**src/rtl/i8088_bus_cycle_ctrl_if.sv**
```systemverilog
// Pin-level 8088 bus plus the req/ack target handshake, bundled for the bus cycle controller.
// master = controller view, slave = pins/targets view.
interface i8088_bus_cycle_ctrl_if;
  logic        ale;
  logic        nrd;
  logic        nwr;
  logic        io_nm;
  logic [11:0] a_hi;
  logic [7:0]  ad_in;
  logic [7:0]  ad_out;
  logic        ad_oe;
  logic        ready;
  logic        mem_req;
  logic        io_req;
  logic        tgt_we;
  logic [19:0] tgt_addr;
  logic [7:0]  tgt_wdata;
  logic        mem_ack;
  logic [7:0]  mem_rdata;
  logic        io_ack;
  logic [7:0]  io_rdata;
  logic        timeout_pulse;

  modport master (
    input  ale, nrd, nwr, io_nm, a_hi, ad_in,
    input  mem_ack, mem_rdata, io_ack, io_rdata,
    output ad_out, ad_oe, ready, mem_req, io_req,
    output tgt_we, tgt_addr, tgt_wdata, timeout_pulse
  );

  modport slave (
    output ale, nrd, nwr, io_nm, a_hi, ad_in,
    output mem_ack, mem_rdata, io_ack, io_rdata,
    input  ad_out, ad_oe, ready, mem_req, io_req,
    input  tgt_we, tgt_addr, tgt_wdata, timeout_pulse
  );
endinterface

```
**src/rtl/i8088_bus_cycle_ctrl.sv**
```systemverilog
// 8088 bus cycle sequencer: synchronises the pin strobes, issues one req pulse per cycle to the
// memory or IO fabric, stretches READY until ack or timeout, and drives read data back onto AD.
module i8088_bus_cycle_ctrl #(
  parameter int         SYNC_STAGES = 2,
  parameter int         TIMEOUT     = 1023,
  parameter logic [7:0] TO_DATA     = 8'hFF
) (
  input logic                    clk,
  input logic                    resetn,
  i8088_bus_cycle_ctrl_if.master bus
);

  localparam logic [1:0]  S_IDLE = 2'd0;
  localparam logic [1:0]  S_REQ  = 2'd1;
  localparam logic [1:0]  S_WAIT = 2'd2;
  localparam logic [1:0]  S_HOLD = 2'd3;
  localparam logic [15:0] TO_CNT = 16'(TIMEOUT);

  logic [SYNC_STAGES-1:0] ale_sr, nrd_sr, nwr_sr, ion_sr;
  logic        ale_s, nrd_s, nwr_s, ion_s;
  logic [1:0]  state;
  logic        cls_io, we_q, tp_q;
  logic [15:0] cnt;
  logic [19:0] addr_q;
  logic [7:0]  wd_q, rd_q;
  logic        ack, start;
  logic [7:0]  rdata;

  // Synchronisers reset to the idle pin levels so no phantom strobe appears after reset.
  always_ff @(posedge clk or negedge resetn) begin
    if (!resetn) begin
      ale_sr <= '0;
      nrd_sr <= '1;
      nwr_sr <= '1;
      ion_sr <= '0;
    end else begin
      ale_sr <= {ale_sr[SYNC_STAGES-2:0], bus.ale};
      nrd_sr <= {nrd_sr[SYNC_STAGES-2:0], bus.nrd};
      nwr_sr <= {nwr_sr[SYNC_STAGES-2:0], bus.nwr};
      ion_sr <= {ion_sr[SYNC_STAGES-2:0], bus.io_nm};
    end
  end

  assign ale_s = ale_sr[SYNC_STAGES-1];
  assign nrd_s = nrd_sr[SYNC_STAGES-1];
  assign nwr_s = nwr_sr[SYNC_STAGES-1];
  assign ion_s = ion_sr[SYNC_STAGES-1];

  assign ack   = cls_io ? bus.io_ack   : bus.mem_ack;
  assign rdata = cls_io ? bus.io_rdata : bus.mem_rdata;
  assign start = !ale_s && (nrd_s ^ nwr_s);

  always_ff @(posedge clk or negedge resetn) begin
    if (!resetn) begin
      state  <= S_IDLE;
      cls_io <= 1'b0;
      we_q   <= 1'b0;
      wd_q   <= '0;
      rd_q   <= '0;
      addr_q <= '0;
      cnt    <= '0;
      tp_q   <= 1'b0;
    end else begin
      tp_q <= 1'b0;
      if (ale_s)
        addr_q <= {bus.a_hi, bus.ad_in};
      case (state)
        S_IDLE: if (start) begin
          cls_io <= ion_s;
          we_q   <= !nwr_s;
          wd_q   <= bus.ad_in;
          state  <= S_REQ;
        end
        // A target may answer in the same cycle as the req pulse.
        S_REQ: begin
          cnt <= '0;
          if (ack) begin
            if (!we_q) rd_q <= rdata;
            state <= S_HOLD;
          end else begin
            state <= S_WAIT;
          end
        end
        S_WAIT: begin
          if (ack) begin
            if (!we_q) rd_q <= rdata;
            state <= S_HOLD;
          end else if (cnt == TO_CNT) begin
            if (!we_q) rd_q <= TO_DATA;
            tp_q  <= 1'b1;
            state <= S_HOLD;
          end else if (cnt != 16'hFFFF) begin
            cnt <= cnt + 16'd1;
          end
        end
        S_HOLD: if (ale_s || (nrd_s && nwr_s)) state <= S_IDLE;
        default: state <= S_IDLE;
      endcase
    end
  end

  assign bus.mem_req       = (state == S_REQ) && !cls_io;
  assign bus.io_req        = (state == S_REQ) && cls_io;
  assign bus.ready         = !((state == S_REQ) || (state == S_WAIT));
  assign bus.ad_oe         = (state == S_HOLD) && !we_q && !nrd_s;
  assign bus.ad_out        = rd_q;
  assign bus.tgt_we        = we_q;
  assign bus.tgt_addr      = addr_q;
  assign bus.tgt_wdata     = wd_q;
  assign bus.timeout_pulse = tp_q;

endmodule

```
**src/flat_wrapper.sv**
```systemverilog
// flat-port wrapper written by rule: the top's interface ports become plain ports
module i8088_bus_cycle_ctrl_flat 
#(
  parameter int         SYNC_STAGES = 2,
  parameter int         TIMEOUT     = 1023,
  parameter logic [7:0] TO_DATA     = 8'hFF
)
  (clk, resetn, bus_ale, bus_nrd, bus_nwr, bus_io_nm, bus_a_hi, bus_ad_in, bus_mem_ack, bus_mem_rdata, bus_io_ack, bus_io_rdata, bus_ad_out, bus_ad_oe, bus_ready, bus_mem_req, bus_io_req, bus_tgt_we, bus_tgt_addr, bus_tgt_wdata, bus_timeout_pulse);
  i8088_bus_cycle_ctrl_if bus_i ();
  input logic clk;
  input logic resetn;
  input wire logic [$bits(bus_i.ale)-1:0] bus_ale;
  input wire logic [$bits(bus_i.nrd)-1:0] bus_nrd;
  input wire logic [$bits(bus_i.nwr)-1:0] bus_nwr;
  input wire logic [$bits(bus_i.io_nm)-1:0] bus_io_nm;
  input wire logic [$bits(bus_i.a_hi)-1:0] bus_a_hi;
  input wire logic [$bits(bus_i.ad_in)-1:0] bus_ad_in;
  input wire logic [$bits(bus_i.mem_ack)-1:0] bus_mem_ack;
  input wire logic [$bits(bus_i.mem_rdata)-1:0] bus_mem_rdata;
  input wire logic [$bits(bus_i.io_ack)-1:0] bus_io_ack;
  input wire logic [$bits(bus_i.io_rdata)-1:0] bus_io_rdata;
  output wire logic [$bits(bus_i.ad_out)-1:0] bus_ad_out;
  output wire logic [$bits(bus_i.ad_oe)-1:0] bus_ad_oe;
  output wire logic [$bits(bus_i.ready)-1:0] bus_ready;
  output wire logic [$bits(bus_i.mem_req)-1:0] bus_mem_req;
  output wire logic [$bits(bus_i.io_req)-1:0] bus_io_req;
  output wire logic [$bits(bus_i.tgt_we)-1:0] bus_tgt_we;
  output wire logic [$bits(bus_i.tgt_addr)-1:0] bus_tgt_addr;
  output wire logic [$bits(bus_i.tgt_wdata)-1:0] bus_tgt_wdata;
  output wire logic [$bits(bus_i.timeout_pulse)-1:0] bus_timeout_pulse;
  assign bus_i.ale = bus_ale;
  assign bus_i.nrd = bus_nrd;
  assign bus_i.nwr = bus_nwr;
  assign bus_i.io_nm = bus_io_nm;
  assign bus_i.a_hi = bus_a_hi;
  assign bus_i.ad_in = bus_ad_in;
  assign bus_i.mem_ack = bus_mem_ack;
  assign bus_i.mem_rdata = bus_mem_rdata;
  assign bus_i.io_ack = bus_io_ack;
  assign bus_i.io_rdata = bus_io_rdata;
  assign bus_ad_out = bus_i.ad_out;
  assign bus_ad_oe = bus_i.ad_oe;
  assign bus_ready = bus_i.ready;
  assign bus_mem_req = bus_i.mem_req;
  assign bus_io_req = bus_i.io_req;
  assign bus_tgt_we = bus_i.tgt_we;
  assign bus_tgt_addr = bus_i.tgt_addr;
  assign bus_tgt_wdata = bus_i.tgt_wdata;
  assign bus_timeout_pulse = bus_i.timeout_pulse;
  i8088_bus_cycle_ctrl #(.SYNC_STAGES(SYNC_STAGES), .TIMEOUT(TIMEOUT), .TO_DATA(TO_DATA)) u_core (.clk(clk), .resetn(resetn), .bus(bus_i));
endmodule
```
**config.mk**
```make
export PLATFORM = sky130hd
export DESIGN_NAME = i8088_bus_cycle_ctrl_flat
export DESIGN_NICKNAME = d
export VERILOG_FILES = /design/src/rtl/i8088_bus_cycle_ctrl_if.sv /design/src/rtl/i8088_bus_cycle_ctrl.sv /design/src/flat_wrapper.sv
export SDC_FILE = /design/constraint.sdc
export NUM_CORES = 1
export LEC_CHECK = 0
export ABC_CLOCK_PERIOD_IN_PS = 2000
export CORE_MARGIN = 1.5
export CORE_UTILIZATION = 45
export CTS_CLUSTER_SIZE = 10
export DETAILED_ROUTE_END_ITERATION = 10
export MAX_ROUTING_LAYER = met4
export PLACE_DENSITY = 0.76
export SYNTH_ARGS = -nofsm -noshare
export SYNTH_HDL_FRONTEND = slang
export SYNTH_SLANG_ARGS = --single-unit
export TNS_END_PERCENT = 30
```
**constraint.sdc**
```tcl
create_clock -name clk -period 2 [get_ports clk]
set_input_delay 0.3 -clock clk [delete_from_list [all_inputs] [get_ports clk]]
set_output_delay 0.3 -clock clk [all_outputs]
set_load 0.03 [all_outputs]
```
; Word-level counts from Yosys, hierarchy flattened
; Cells that the tools add are included.
[totals]
output_inout_bits = 42
inputBits = 44
elab_cells = 68
regBits = 65
[classes]
bitwise = 1
n_mux = 21
eq_ne = 13
addsub = 1
reduce_logical = 20
[op_table]
columns = operator, n
row1 = 2-to-1 mux 16 bit, 3
row2 = 2-to-1 mux 8 bit, 6
row3 = case mux 16 bit (2 select lines), 1
row4 = adder 16 x 1 -> 16 bit (second input constant), 1
row5 = == test 16 x 10 -> 1 bit (second input constant), 1
row6 = inequality test 16 bit (second input constant), 1
row7 = case mux 8 bit (2 select lines), 1
row8 = 2-to-1 mux 2 bit, 4
row9 = inequality test 2 x 1 -> 1 bit (second input constant), 4
row10 = case mux 2 bit (4 select lines), 1
row11 = AND reduction 4 bit, 2
row12 = logical AND 1 bit, 6
row13 = logical NOT 1 bit, 6
row14 = 2-to-1 mux 1 bit, 5
row15 = == test 2 bit (second input constant), 2
row16 = inequality test 2 bit (second input constant), 2
row17 = inequality test 3 x 1 -> 1 bit (second input constant), 1
row18 = inequality test 3 bit (second input constant), 1
row19 = AND reduction 3 bit, 1
row20 = == test 2 x 1 -> 1 bit (second input constant), 1
row21 = logical NOT 2 bit, 1
row22 = logical OR 1 bit, 2
row23 = AND reduction 2 bit, 1
row24 = nonzero test 2 bit, 1
row25 = bitwise XOR 1 bit, 1

; Depth between registers and ports, before layout
[depth]
depth_word = 5
depth_mapped = 8
ltp_nobuf = 6

; Worst setup path after synthesis
; Ideal clock, no wire load.
[synth_timing]
path_type = register to register
startpoint = register u_core.cnt[0]
endpoint = register u_core.cnt[9]
slack_ps = 206
t_required_ps = 1866
path_buffers = 1
path_stages_with_launch = 8
t_arrival_ps = 1661
path_cell_list = dfrtp_1 -> ha_1 -> and4_1 -> and3_1 -> buf_6 -> a2111oi_2 -> xnor2_1 -> o21ai_1
[synth_between]
elab_chain_cells = 5
word_cells_on_any_way = 10
classes_between = add/sub (1) / eq/ne (4) / mux (4) / reduce/logical (1)
[synth_rtl]
columns = item, line_no
row1 = from (decl), i8088_bus_cycle_ctrl.sv:23  ; logic [15:0] cnt;
row2 = from (signal assigned), i8088_bus_cycle_ctrl.sv:93  ; cnt <= cnt + 16'd1;
row3 = adder 16 x 1 -> 16 bit, i8088_bus_cycle_ctrl.sv:93
row4 = 2-to-1 mux 16 bit, i8088_bus_cycle_ctrl.sv:92  ; end else if (cnt != 16'hFFFF) begin
row5 = 2-to-1 mux 16 bit, i8088_bus_cycle_ctrl.sv:88  ; end else if (cnt == TO_CNT) begin
row6 = 2-to-1 mux 16 bit, i8088_bus_cycle_ctrl.sv:85  ; if (ack) begin
row7 = case mux 16 bit (2 select lines), i8088_bus_cycle_ctrl.sv:67  ; case (state)
; Parallel ways exist; a longest one is shown, timed or not. The select of a mux whose other input is x is not followed.
; A chain may end at the register's enable or synchronous reset.

; Worst setup path in the final report
[layout_timing]
startpoint = register u_core.cnt[1]
endpoint = register u_core.rd_q[5], in the netlist u_core.bus.ad_out[5]
[layout_between]
elab_chain_cells = 3
[layout_rtl]
columns = item, line_no
row1 = == test 16 x 10 -> 1 bit, i8088_bus_cycle_ctrl.sv:88
row2 = inequality test 3 x 1 -> 1 bit (no source line), -
row3 = AND reduction 4 bit (no source line), -
row4 = to (signal assigned), i8088_bus_cycle_ctrl.sv:78  ; if (!we_q) rd_q <= rdata;
row5 = to (signal assigned), i8088_bus_cycle_ctrl.sv:86  ; if (!we_q) rd_q <= rdata;
row6 = to (decl), i8088_bus_cycle_ctrl.sv:25  ; logic [7:0] wd_q, rd_q;
; No other way between the ends.

==> run summary <==
Status: finished, violations left
Failing checks: design-rule violations
Final setup viols: 0
Final Hold Fails: 0
Worst r2r src: u_core.cnt[1]
First-pass GRT wire length: 11.77 mm
Layout area overhead: 42.89%
Largest net degree at the start of global routing: 26
Finished Cell Area: 4348 µm²
Slew @ Worst Pin: 0.5857 ns
CTS clk-pin slew, worst paths: 0.08 ns
CTS Sinks: 65
Die Height: 85.23 µm
DR vias: 2380
DR pass1 iterations: 7
Initial DRC count: 82
CTS Buf Count: 9
Antenna violations before repair: 0
Number of I/O port buffers: 85
GRT Max-Usage Layer: met2
Synth warn: 0
CP Capture Type: flip-flop
Fraction of the mapped netlist area in adder cells: 2.467%
Worst EP required: 2.26 ns
Crit Path Category: flip-flop to flip-flop
Clock buffer depth: 2
Mapped Nets: 300
Xor/xnor share of the synthesized area: 3.166%
DRC: 4
Compound-Gate Fraction of Synth Area: 11.97%
Flop2flop setup slack: 0.06 ns
Yosys top cell area share: 50.16%
Largest family of logic cells by synthesized area: multiplexers
Initial Util: 47.11%
Main flop type after synthesis: dfrtp_1
Max-slew violation count: 0
LEAKAGE: 1.782 nW
CP dominant cell by count: and4_4
Power Density: 1220 nW/µm²
Critical path startpoint category: flip-flop
Clk root buf: clkbuf_8
Most frequent cells in the layout: 80 x clkdlybuf4s50_1, 60 x dfrtp_1, 29 x mux2_2
Distinct cells, synth: 44
Number of flops mapped to enable cells by yosys: 0
DPL Wire Length: 5.004 mm
CP Data Arrival Time: 2.19 ns
Crit share post-route: 96.81%
Routing usage on met2: 31.96%
Vias in the first global route: 2430
Area after DPL: 4110 µm²
Antenna cells: 0
Delay of the slowest critical-path stage: 0.40 ns
Mean area per synthesized cell: 12.17 µm²
Worst Path Max Fanout: 8
Maxcap violations: 0
Die X: 85.23 µm
Total track usage: 21.34%
Post-synth ARST share: 100.0%
Synth Cell Area: 3043 µm²
Final Skew: 0.01127 ns
R2r worst-path depth: 7
Hold crit path type: flip-flop to flip-flop
Post-synthesis cell count: 250
Layout cells sized above 1: 26.10%
Setup total negative slack: 0 ns
Peak supply drop: 0.0006395 V
Final Net Count: 409
Multiplexer share of the synthesized area: 14.35%
Minimum clock period: 1.936 ns
Number of synthesized register bits: 65
Final ANT Viol Nets: 0
Core area: 6459 µm²
Grt ovf: 0
Met3 usage: 6.128%
Unrepaired setup endpoints after global routing: yes
TritonCTS clock tree: yes
H-tree levels: 3
Rows: 29
Fmax: 516.5 MHz
Largest area contributor in the synthesized netlist: dfrtp_1
DRT Wirelength: 6.944 mm
Crit path from: u_core.cnt[1]
Clock latency on the worst-skew pair: 0.34 ns
Crit-path cells: ha_2, and4_4, and4_4, nor2_1, a2111oi_4, buf_6, a2bb2oi_1
Synth top area cells: dfrtp_1 50%, mux2_2 11%, mux2i_1 3.6%
Die area: 7264 µm²
Final GP Congestion: 0.8566
Via density: 5.397
FF-to-FF End: u_core.bus.ad_out[5]
Area share of and/or/nand/nor cells after synthesis: 11.27%
CP endpoint: u_core.bus.ad_out[5]
Met1 Use GR: 27.97%
WL/cell: 15.75 µm
Max-slew headroom: 60.96%
Sequential-to-total area share from yosys stat: 53.62%
CP max stage cell: dfrtp_1
Commonest non-fill, non-tap cell in the layout: clkdlybuf4s50_1
I/O Pins: 86
power breakdown:
part / internal, W / switching (W) / leakage [nW]
clock: 0.000479 / 0.000516 / 0.0813
sequential: 0.00160 / 0.000170 / 0.786
combinational: 0.00116 / 0.00137 / 0.915
cell usage after synthesis (2+ instances only):
cell	n
dfrtp_1	61
mux2_2	29
nand2_1	25
o21ai_1	12
mux2i_1	11
xnor2_1	11
a2bb2oi_1	8
a21oi_1	7
nor2_1	7
ha_1	6
inv_1	5
nand3_1	5
nand4_1	5
clkbuf_1	4
dfstp_2	4
nor3_1	4
a2111oi_2	3
and2_1	3
and3_1	3
and4_1	3
buf_1	3
buf_6	3
o21ai_0	3
a2111oi_4	2
a211oi_1	2
buf_2	2
nand3b_1	2
flip-flops by register name, summed over array words and instances, names as in the netlist:
name	flops
u_core.ale_sr	2
u_core.bus.ad_out	8
u_core.bus.tgt_addr	20
u_core.bus.tgt_wdata	8
u_core.bus.tgt_we	1
u_core.bus.timeout_pulse	1
u_core.cls_io	1
u_core.cnt	16
u_core.ion_sr	2
u_core.nrd_sr	2
u_core.nwr_sr	2
u_core.state	2
what timing repair did:
| item | CTS | global route |
|---|---|---|
| buffers inserted | 0 | 1 |
| pin swaps | 0 | 1 |
| resized for setup | 5 | 11 |
| hold endpoints to repair | 19 | 0 |
| hold buffers | 1 | 0 |
| endpoints found under the setup margin | 5 | 19 |
cell type report:
type                            instances  area, µm²
Clock buffer                           11      141.4
Clock inverter                          5      32.53
Fill cell                             513       2111
Inverter                                5      18.77
Multi-Input combinational cell        167       1360
Sequential cell                        65       1633
Tap cell                               77      96.34
Timing Repair Buffer                  111       1066
cells by family after synthesis:
| logic type | Yosys count |
|---|---|
| AND/OR/NAND/NOR | 65 |
| XOR/XNOR | 11 |
| buffers and inverters | 18 |
| multiplexers | 40 |
| adder cells (fa/ha/maj) | 6 |
| AO/OA/AOI/OAI | 45 |
| flip-flops | 65 |
per-stage QoR:
stage	hold WS, ns	utilization, %	setup slack [ns]	cells	power, W
after global routing	0.3590	67.32	-0.04798	441	0.005606
final	0.3491	67.32	0.06376	441	0.005303
after global placement	0.3336	63.64	-0.08968	423	0.004239
after CTS	0.3505	66.54	0.01963	440	0.005307
after floorplan	0.004409	-	0.2057	250	0.003229
after detailed placement	0.3364	63.64	-0.2126	423	0.004298
per-layer routing:
| metal | wire [µm] | vias up |
|---|---|---|
| li1 | - | 1127 |
| met1 | 3051 | 1162 |
| met2 | 3299 | 82 |
| met3 | 522 | 9 |
| met4 | 70 | 0 |
| met5 | 0 | - |
worst min path at each step:
stage	to	cells after the start	slack, ns	start
5_1_grt	u_core.nrd_sr[1]	0	0.36	u_core.nrd_sr[0]
3_3_place_gp	u_core.ion_sr[1]	0	0.33	u_core.ion_sr[0]
3_5_place_dp	u_core.state[0]	1	0.34	resetn
2_1_floorplan	u_core.ale_sr[0]	0	0.004	resetn
6_report	u_core.nrd_sr[1]	0	0.35	u_core.nrd_sr[0]
4_1_cts	u_core.nrd_sr[1]	0	0.35	u_core.nrd_sr[0]
critical path, delay by kind of cell (launching register included):
kind,cells,cell delay [ns]
simple gates,3,0.54
compound gates,2,0.52
flops,1,0.40
fa+ha+maj,1,0.21
buf+inv,1,0.18
Power figures use the tool's default switching activity.
